===== src/rtl/digit_serial_multiplier_if.sv =====
// Handshake bus for the digit-serial multiplier. The slave side is the
// multiplier. The master side is the producer/consumer that drives it.
interface digit_serial_multiplier_if #(
  parameter int WIDTH = 12
);
  logic               in_valid;
  logic               in_ready;
  logic [WIDTH-1:0]   a;
  logic [WIDTH-1:0]   b;
  logic               signed_mode;
  logic               out_valid;
  logic               out_ready;
  logic [2*WIDTH-1:0] c;
  logic               busy;

  modport slave (
    input  in_valid, a, b, signed_mode, out_ready,
    output in_ready, out_valid, c, busy
  );

  modport master (
    output in_valid, a, b, signed_mode, out_ready,
    input  in_ready, out_valid, c, busy
  );
endinterface


===== src/rtl/digit_serial_multiplier.sv =====
// Digit-serial WIDTH x WIDTH multiplier.
// Each cycle it consumes DIGIT bits of b, LSB digit first. It runs in
// unsigned or two's-complement mode. The product is modulo 2^(2*WIDTH).
// Instead of indexing by the digit counter, the multiplicand is kept
// pre-shifted and b is shifted down. This keeps every select constant.
module digit_serial_multiplier #(
  parameter int WIDTH = 12,
  parameter int DIGIT = 3
) (
  input  logic                      clk,
  input  logic                      rst_n,
  digit_serial_multiplier_if.slave  bus
);
  localparam int N  = WIDTH / DIGIT;
  localparam int W2 = 2 * WIDTH;
  localparam int CW = (N > 1) ? $clog2(N) : 1;

  if (WIDTH % DIGIT != 0) begin : g_bad_digit
    $error("digit_serial_multiplier: WIDTH must be a multiple of DIGIT");
  end

  typedef enum logic [1:0] {IDLE, COMPUTE, DONE} state_e;

  state_e           state_q, state_d;
  logic [W2-1:0]    a_sh_q;   // a_ext << (DIGIT*k)
  logic [WIDTH-1:0] b_sh_q;   // b >> (DIGIT*k); current digit in the low bits
  logic             bneg_q;   // signed mode with negative b: MSB weight is negative
  logic [CW-1:0]    cnt_q;
  logic [W2-1:0]    acc_q;
  logic [W2-1:0]    c_q;

  logic             accept, rdy, last;
  logic [W2-1:0]    a_ext_in, pp, corr, acc_d;

  assign last = (cnt_q == CW'(N - 1));

  // Extend the incoming operand and compute the next accumulator value
  always_comb begin
    a_ext_in = bus.signed_mode ? {{WIDTH{bus.a[WIDTH-1]}}, bus.a}
                               : {{WIDTH{1'b0}}, bus.a};
    pp       = a_sh_q * W2'(b_sh_q[DIGIT-1:0]);
    // On the last digit a_sh_q = a_ext << (WIDTH-DIGIT), so one more
    // DIGIT shift gives a_ext << WIDTH.
    corr     = (last && bneg_q) ? (a_sh_q << DIGIT) : '0;
    acc_d    = acc_q + pp - corr;
  end

  // FSM next state and handshake decode
  always_comb begin
    state_d = state_q;
    accept  = 1'b0;
    rdy     = 1'b0;
    case (state_q)
      IDLE: begin
        rdy = 1'b1;
        if (bus.in_valid) begin
          accept  = 1'b1;
          state_d = COMPUTE;
        end
      end
      COMPUTE: begin
        if (last) state_d = DONE;
      end
      DONE: begin
        rdy = bus.out_ready;
        if (bus.out_ready) begin
          if (bus.in_valid) begin
            accept  = 1'b1;
            state_d = COMPUTE;
          end else begin
            state_d = IDLE;
          end
        end
      end
      default: state_d = IDLE;
    endcase
  end

  // State register
  always_ff @(posedge clk or negedge rst_n) begin
    if (!rst_n) state_q <= IDLE;
    else        state_q <= state_d;
  end

  // Operand latch, digit iteration and result capture
  always_ff @(posedge clk or negedge rst_n) begin
    if (!rst_n) begin
      a_sh_q <= '0;
      b_sh_q <= '0;
      bneg_q <= 1'b0;
      cnt_q  <= '0;
      acc_q  <= '0;
      c_q    <= '0;
    end else if (accept) begin
      a_sh_q <= a_ext_in;
      b_sh_q <= bus.b;
      bneg_q <= bus.signed_mode & bus.b[WIDTH-1];
      cnt_q  <= '0;
      acc_q  <= '0;
    end else if (state_q == COMPUTE) begin
      acc_q  <= acc_d;
      a_sh_q <= a_sh_q << DIGIT;
      b_sh_q <= b_sh_q >> DIGIT;
      cnt_q  <= cnt_q + 1'b1;
      if (last) c_q <= acc_d;
    end
  end

  assign bus.in_ready  = rst_n & rdy;
  assign bus.busy      = (state_q == COMPUTE);
  assign bus.out_valid = (state_q == DONE);
  assign bus.c         = c_q;
endmodule


===== src/flat_wrapper.sv =====
// flat-port wrapper written by rule: the top's interface ports become plain ports
module digit_serial_multiplier_flat 
#(
  parameter int WIDTH = 12,
  parameter int DIGIT = 3
)
  (clk, rst_n, bus_in_valid, bus_a, bus_b, bus_signed_mode, bus_out_ready, bus_in_ready, bus_out_valid, bus_c, bus_busy);
  digit_serial_multiplier_if #(.WIDTH(WIDTH)) bus_i ();
  input  logic clk;
  input  logic rst_n;
  input wire logic [$bits(bus_i.in_valid)-1:0] bus_in_valid;
  input wire logic [$bits(bus_i.a)-1:0] bus_a;
  input wire logic [$bits(bus_i.b)-1:0] bus_b;
  input wire logic [$bits(bus_i.signed_mode)-1:0] bus_signed_mode;
  input wire logic [$bits(bus_i.out_ready)-1:0] bus_out_ready;
  output wire logic [$bits(bus_i.in_ready)-1:0] bus_in_ready;
  output wire logic [$bits(bus_i.out_valid)-1:0] bus_out_valid;
  output wire logic [$bits(bus_i.c)-1:0] bus_c;
  output wire logic [$bits(bus_i.busy)-1:0] bus_busy;
  assign bus_i.in_valid = bus_in_valid;
  assign bus_i.a = bus_a;
  assign bus_i.b = bus_b;
  assign bus_i.signed_mode = bus_signed_mode;
  assign bus_i.out_ready = bus_out_ready;
  assign bus_in_ready = bus_i.in_ready;
  assign bus_out_valid = bus_i.out_valid;
  assign bus_c = bus_i.c;
  assign bus_busy = bus_i.busy;
  digit_serial_multiplier #(.WIDTH(WIDTH), .DIGIT(DIGIT)) u_core (.clk(clk), .rst_n(rst_n), .bus(bus_i));
endmodule

===== config.mk =====
export PLATFORM = sky130hd
export DESIGN_NAME = digit_serial_multiplier_flat
export DESIGN_NICKNAME = d
export VERILOG_FILES = /design/src/rtl/digit_serial_multiplier_if.sv /design/src/rtl/digit_serial_multiplier.sv /design/src/flat_wrapper.sv
export SDC_FILE = /design/constraint.sdc
export NUM_CORES = 1
export LEC_CHECK = 0
export ABC_CLOCK_PERIOD_IN_PS = 15000
export BUFFER_PORTS_ARGS = -buffer_cell sky130_fd_sc_hd__buf_2
export CORE_MARGIN = 8
export CORE_UTILIZATION = 45
export DETAILED_ROUTE_END_ITERATION = 7
export GPL_ROUTABILITY_DRIVEN = 0
export PLACE_DENSITY = 0.65
export SYNTH_ARGS = -nofsm -noshare
export SYNTH_HDL_FRONTEND = slang
export SYNTH_SLANG_ARGS = --single-unit

===== constraint.sdc =====
create_clock -name clk -period 15 [get_ports clk]
set_input_delay 0.75 -clock clk [delete_from_list [all_inputs] [get_ports clk]]
set_output_delay 0.75 -clock clk [all_outputs]
set_load 0.005 [all_outputs]

* Word level (Yosys, flattened, before mapping)
Cells that the tools add are included.
Storage, ports and cells: register bits 89, input bits 29, output and inout port bits 27, word-level logic and storage cells 44
Operators by class: add/sub/neg operators 3, multipliers 1, eq/ne operators 6, multiplexer cells 19, bitwise gates (word level) 3, reductions and logical operators 5
Operator list (count):
- 24-bit 2-to-1 mux | 6
- 24-bit adder | 1
- 24-bit by 3-bit multiplier with 24-bit output | 1
- 12-bit 2-to-1 mux | 2
- 24-bit subtractor | 1
- 2-bit 2-to-1 mux | 5
- 2-bit case mux with 3 select lines | 1
- 3-bit AND reduction | 2
- 2-bit equality test (second input constant) | 2
- 2-bit inequality test (second input constant) | 2
- 1-bit case mux with 2 select lines | 2
- 1-bit 2-to-1 mux | 3
- 2-bit by 1-bit adder with 2-bit output (second input constant) | 1
- 1-bit AND | 2
- 2-bit by 1-bit equality test with 1-bit output (second input constant) | 1
- 2-bit zero test | 1
- 2-bit by 1-bit inequality test with 1-bit output (second input constant) | 1
- 2-bit nonzero test | 1
- 1-bit logical AND | 1
- 1-bit inverter | 1

* Depth between registers and ports, before layout
word-level depth 6, mapped depth 20, depth with buffers taken out 17

* Worst setup path after synthesis
Ideal clock, no wire load.
kind register to register, start register u_core.cnt_q[0], end register u_core.acc_q[15], setup time 0.134 ns, arrival time 4.601 ns, required time 14.866 ns, setup slack 10.265 ns, cell stages (with the launch flop) 20, path buffers 2, period minus slack after synthesis 4.735 ns, cell sequence dfrtp_1 > ha_1 > and2_1 > buf_2 > buf_1 > nand2_1 > fa_1 > fa_1 > inv_1 > fa_1 > inv_1 > ha_1 > a211o_1 > a31oi_2 > nor2_1 > a211o_1 > a21o_1 > a21oi_1 > xor2_1 > o21ai_0
On the way: word-level cells in the longest chain between the ends 6
RTL lines:
- start: declaration | RTL line digit_serial_multiplier.sv:28 | logic [CW-1:0] cnt_q;
- start signal: assignment | RTL line digit_serial_multiplier.sv:104 | cnt_q <= cnt_q + 1'b1;
- 2-bit equality test | RTL line digit_serial_multiplier.sv:35 | assign last = (cnt_q == CW'(N - 1));
- 1-bit logical AND | RTL line digit_serial_multiplier.sv:44 | corr = (last && bneg_q) ? (a_sh_q << DIGIT) : '0;
- 24-bit 2-to-1 mux | RTL line digit_serial_multiplier.sv:44
- 24-bit subtractor | RTL line digit_serial_multiplier.sv:45 | acc_d = acc_q + pp - corr;
- 24-bit 2-to-1 mux | RTL line digit_serial_multiplier.sv:100 | end else if (state_q == COMPUTE) begin
- 24-bit 2-to-1 mux | RTL line digit_serial_multiplier.sv:94 | end else if (accept) begin
- end signal: assignment | RTL line digit_serial_multiplier.sv:92 | acc_q <= '0;
- end signal: assignment | RTL line digit_serial_multiplier.sv:99 | acc_q <= '0;
- end signal: assignment | RTL line digit_serial_multiplier.sv:101 | acc_q <= acc_d;
- end: declaration | RTL line digit_serial_multiplier.sv:29 | logic [W2-1:0] acc_q;
Every way passes these cells. The select of a mux whose other input is x is not followed. A chain may end at the register's enable or synchronous reset.

* Worst setup path after layout
Ends and elaborated chain as after synthesis.

==> impl_metrics.env <==
export IMPL_status="finished, final reports clean"
export IMPL_dp_hpwl_mm=10.67
export IMPL_ys_warn_count=0
export IMPL_crit_arrival_ns=5.36
export IMPL_crit_start="u_core.cnt_q[0]"
export IMPL_reg2reg_to="u_core.acc_q[15]"
export IMPL_yosysSeqAreaShare_pct=33.34
export IMPL_fin_crit_sh_pct=34.41
export IMPL_grt_pass1_vias=4977
export IMPL_final_cell_mix="nand2_1, inv_1, dfrtp_1"
export IMPL_dpl_cell_area_um2=7096
export IMPL_cts_tree="built"
export IMPL_cts_hold_buffers_added=0
export IMPL_cts_made_buffers=9
export IMPL_reg2regPathDepth=17
export IMPL_dr_pass1_iters=4
export IMPL_drive_gt1_share_pct=10.76
export IMPL_setup_viol=0
export IMPL_clock_latency_ns=0.35
export IMPL_synth_avg_cell_area_um2=8.919
export IMPL_ant_nets=0
export IMPL_path_max_fanout=19
export IMPL_rows=44
export IMPL_grt_max_degree=64
export IMPL_die_w_um=137.8
export IMPL_slew_limit_headroom_pct=35.83
export IMPL_boundaryPins=56
export IMPL_grt_ovfl_total=0
export IMPL_rrSetupSlack_ns=9.84
export IMPL_cts_setup_buffers=0
export IMPL_hold_class="in -> async"
export IMPL_syn_inst=749
export IMPL_worstMarginPinSlew_ns=0.9625
export IMPL_core_area_um2=14530
export IMPL_layout_commonest_cell="nand2_1"
export IMPL_end_kind="flip-flop"
export IMPL_syn_cell_area_um2=6680
export IMPL_min_period_ns=5.162
export IMPL_cap_violations=0
export IMPL_io_buffer_count=55
export IMPL_antenna_cells=0
export IMPL_final_setup_skew_ns=0.008359
export IMPL_drt_iter0_drc=334
export IMPL_area_growth_pct=10.41
export IMPL_ctsResizeCount=0
export IMPL_cp_required_ns=15.20
export IMPL_worstSetupPathType="reg -> reg"
export IMPL_ys_seq_elements=89
export IMPL_r2r_start="u_core.cnt_q[0]"
export IMPL_antenna_found_initial=0
export IMPL_clock_path_buffers=2
export IMPL_dieArea_um2=19000
export IMPL_tns_ns=0
export IMPL_wire_per_inst_um=14.59
export IMPL_rsz0062_at_grt="no"
export IMPL_nets=904
export IMPL_syn_nets=868
export IMPL_htree_levels=3
export IMPL_clk_pin_slew_worst_paths_ns=0.07
export IMPL_synthDistinctLibCells=47
export IMPL_startpoint_type="flip-flop"
export IMPL_clockRootBuffer="clkbuf_16"
export IMPL_setup_worst_path_end="u_core.acc_q[15]"
export IMPL_vias_per_cell=5.029
export IMPL_num_vias=4898
export IMPL_drcViolationCount=0
export IMPL_grt_pass1_wl_mm=24.47
export IMPL_clock_sinks=89
export IMPL_routed_wl_mm=14.21
export IMPL_die_h_um=137.8
export IMPL_start_util_pct=45.96
export IMPL_clock_fmax_ghz=0.1937
export IMPL_slew_violations=0
export IMPL_fin_util_pct=50.75
export IMPL_hold_violations=0
export IMPL_grt_use_total_pct=15.94
export IMPL_fin_area_um2=7376
[area by class of cell]
cell class / count / area (um^2)
Tap cell: 184 / 230.2
Sequential cell: 89 / 2227
Clock inverter: 5 / 37.54
Fill cell: 1384 / 7158
Multi-Input combinational cell: 517 / 3918
Inverter: 108 / 405.4
Timing Repair Buffer: 60 / 315.3
Clock buffer: 11 / 242.7
[how the worst min path moves through the flow]
stage	from	endpoint	depth (start not counted)
floorplan	rst_n	u_core.a_sh_q[0]	0
global placement	u_core.bus.c[14]	u_core.bus.c[14]	2
detailed placement	u_core.bus.c[14]	u_core.bus.c[14]	2
CTS	rst_n	u_core.bus.c[0]	1
global route	rst_n	u_core.bus.c[0]	1
finish	rst_n	u_core.bus.c[0]	1
[through the flow]
stage	worst slack (ns)	hold WS (ns)	std cells
floorplan	10.27	0.4463	749
global placement	9.984	0.4566	958
detailed placement	9.822	0.4654	958
CTS	9.814	0.4045	974
global route	9.431	0.4292	974
finish	9.838	0.3816	974
[routing by layer]
| layer | global-route usage [%] | up-vias | routed length (um) |
|---|---|---|---|
| li1 | - | 2449 | - |
| met1 | 23.72 | 2331 | 7315 |
| met2 | 23.03 | 105 | 6076 |
| met3 | 2.699 | 13 | 649 |
| met4 | 4.955 | 0 | 171 |
| met5 | 0 | - | 0 |
[registers in the layout (all words and copies together) (netlist names)]
register,cells
u_core.cnt_q,2
u_core.a_sh_q,24
u_core.b_sh_q,12
u_core.acc_q,24
u_core.bneg_q,1
u_core.bus.c,24
u_core.state_q,2
[logic make-up (layout without fill, tap and decap cells)]
group | count (synthesis) | in the layout | synth area share [%]
buffers and inverters | 143 | 184 | 8.054
XOR/XNOR | 28 | 28 | 3.671
AND/OR/NAND/NOR | 277 | 277 | 19.48
AO/OA/AOI/OAI | 119 | 119 | 11.01
multiplexers | 3 | 3 | 0.5057
flip-flops | 89 | 89 | 33.34
adder cells (fa/ha/maj) | 90 | 90 | 23.94
[cells in the mapped netlist (all sizes together)]
library cell	n	area, um^2
a211oi	1	7.510
o31a	1	8.760
nand2	142	533.0
mux2	3	33.78
o211ai	2	15.01
and3	2	12.51
inv	108	405.4
o21a	1	7.510
o311ai	1	8.760
a22oi	14	105.1
nand2b	2	12.51
o2bb2ai	1	8.760
nand3	51	260.3
o21bai	4	30.03
and2	60	375.4
a22o	1	8.760
xnor2	20	175.2
o31ai	2	28.78
dfrtp	89	2227
a21o	7	52.55
a21oi	19	95.09
xor2	8	70.07
and4	2	17.52
clkbuf	32	120.1
or2	1	6.260
or3	1	6.260
a41o	1	10.01
ha	27	337.8
nor2	10	37.54
o2111ai	1	8.760
nor4	2	12.51
nor2b	1	6.260
nor3	2	15.01
nand4	1	6.260
a31oi	6	43.79
fa	63	1261
buf	3	12.51
a211o	2	17.52
a311oi	1	8.760
o21ai	54	270.3
[worst max-delay path: stages (launching register included)]
cell and delay (ns):
dfrtp_1 0.36, ha_1 0.26, and2_1 0.57, nand2_1 0.17, fa_1 0.53, fa_1 0.54, inv_1 0.05, fa_1 0.49
inv_1 0.04, ha_1 0.37, a211o_1 0.30, a31oi_2 0.26, nor2_1 0.10, a211o_1 0.30, a21o_1 0.19, a21oi_1 0.17
xor2_1 0.21, o21ai_0 0.10
Power is not shown: default switching activity piles up to over one toggle a cycle in this logic, so the estimate is an artifact.
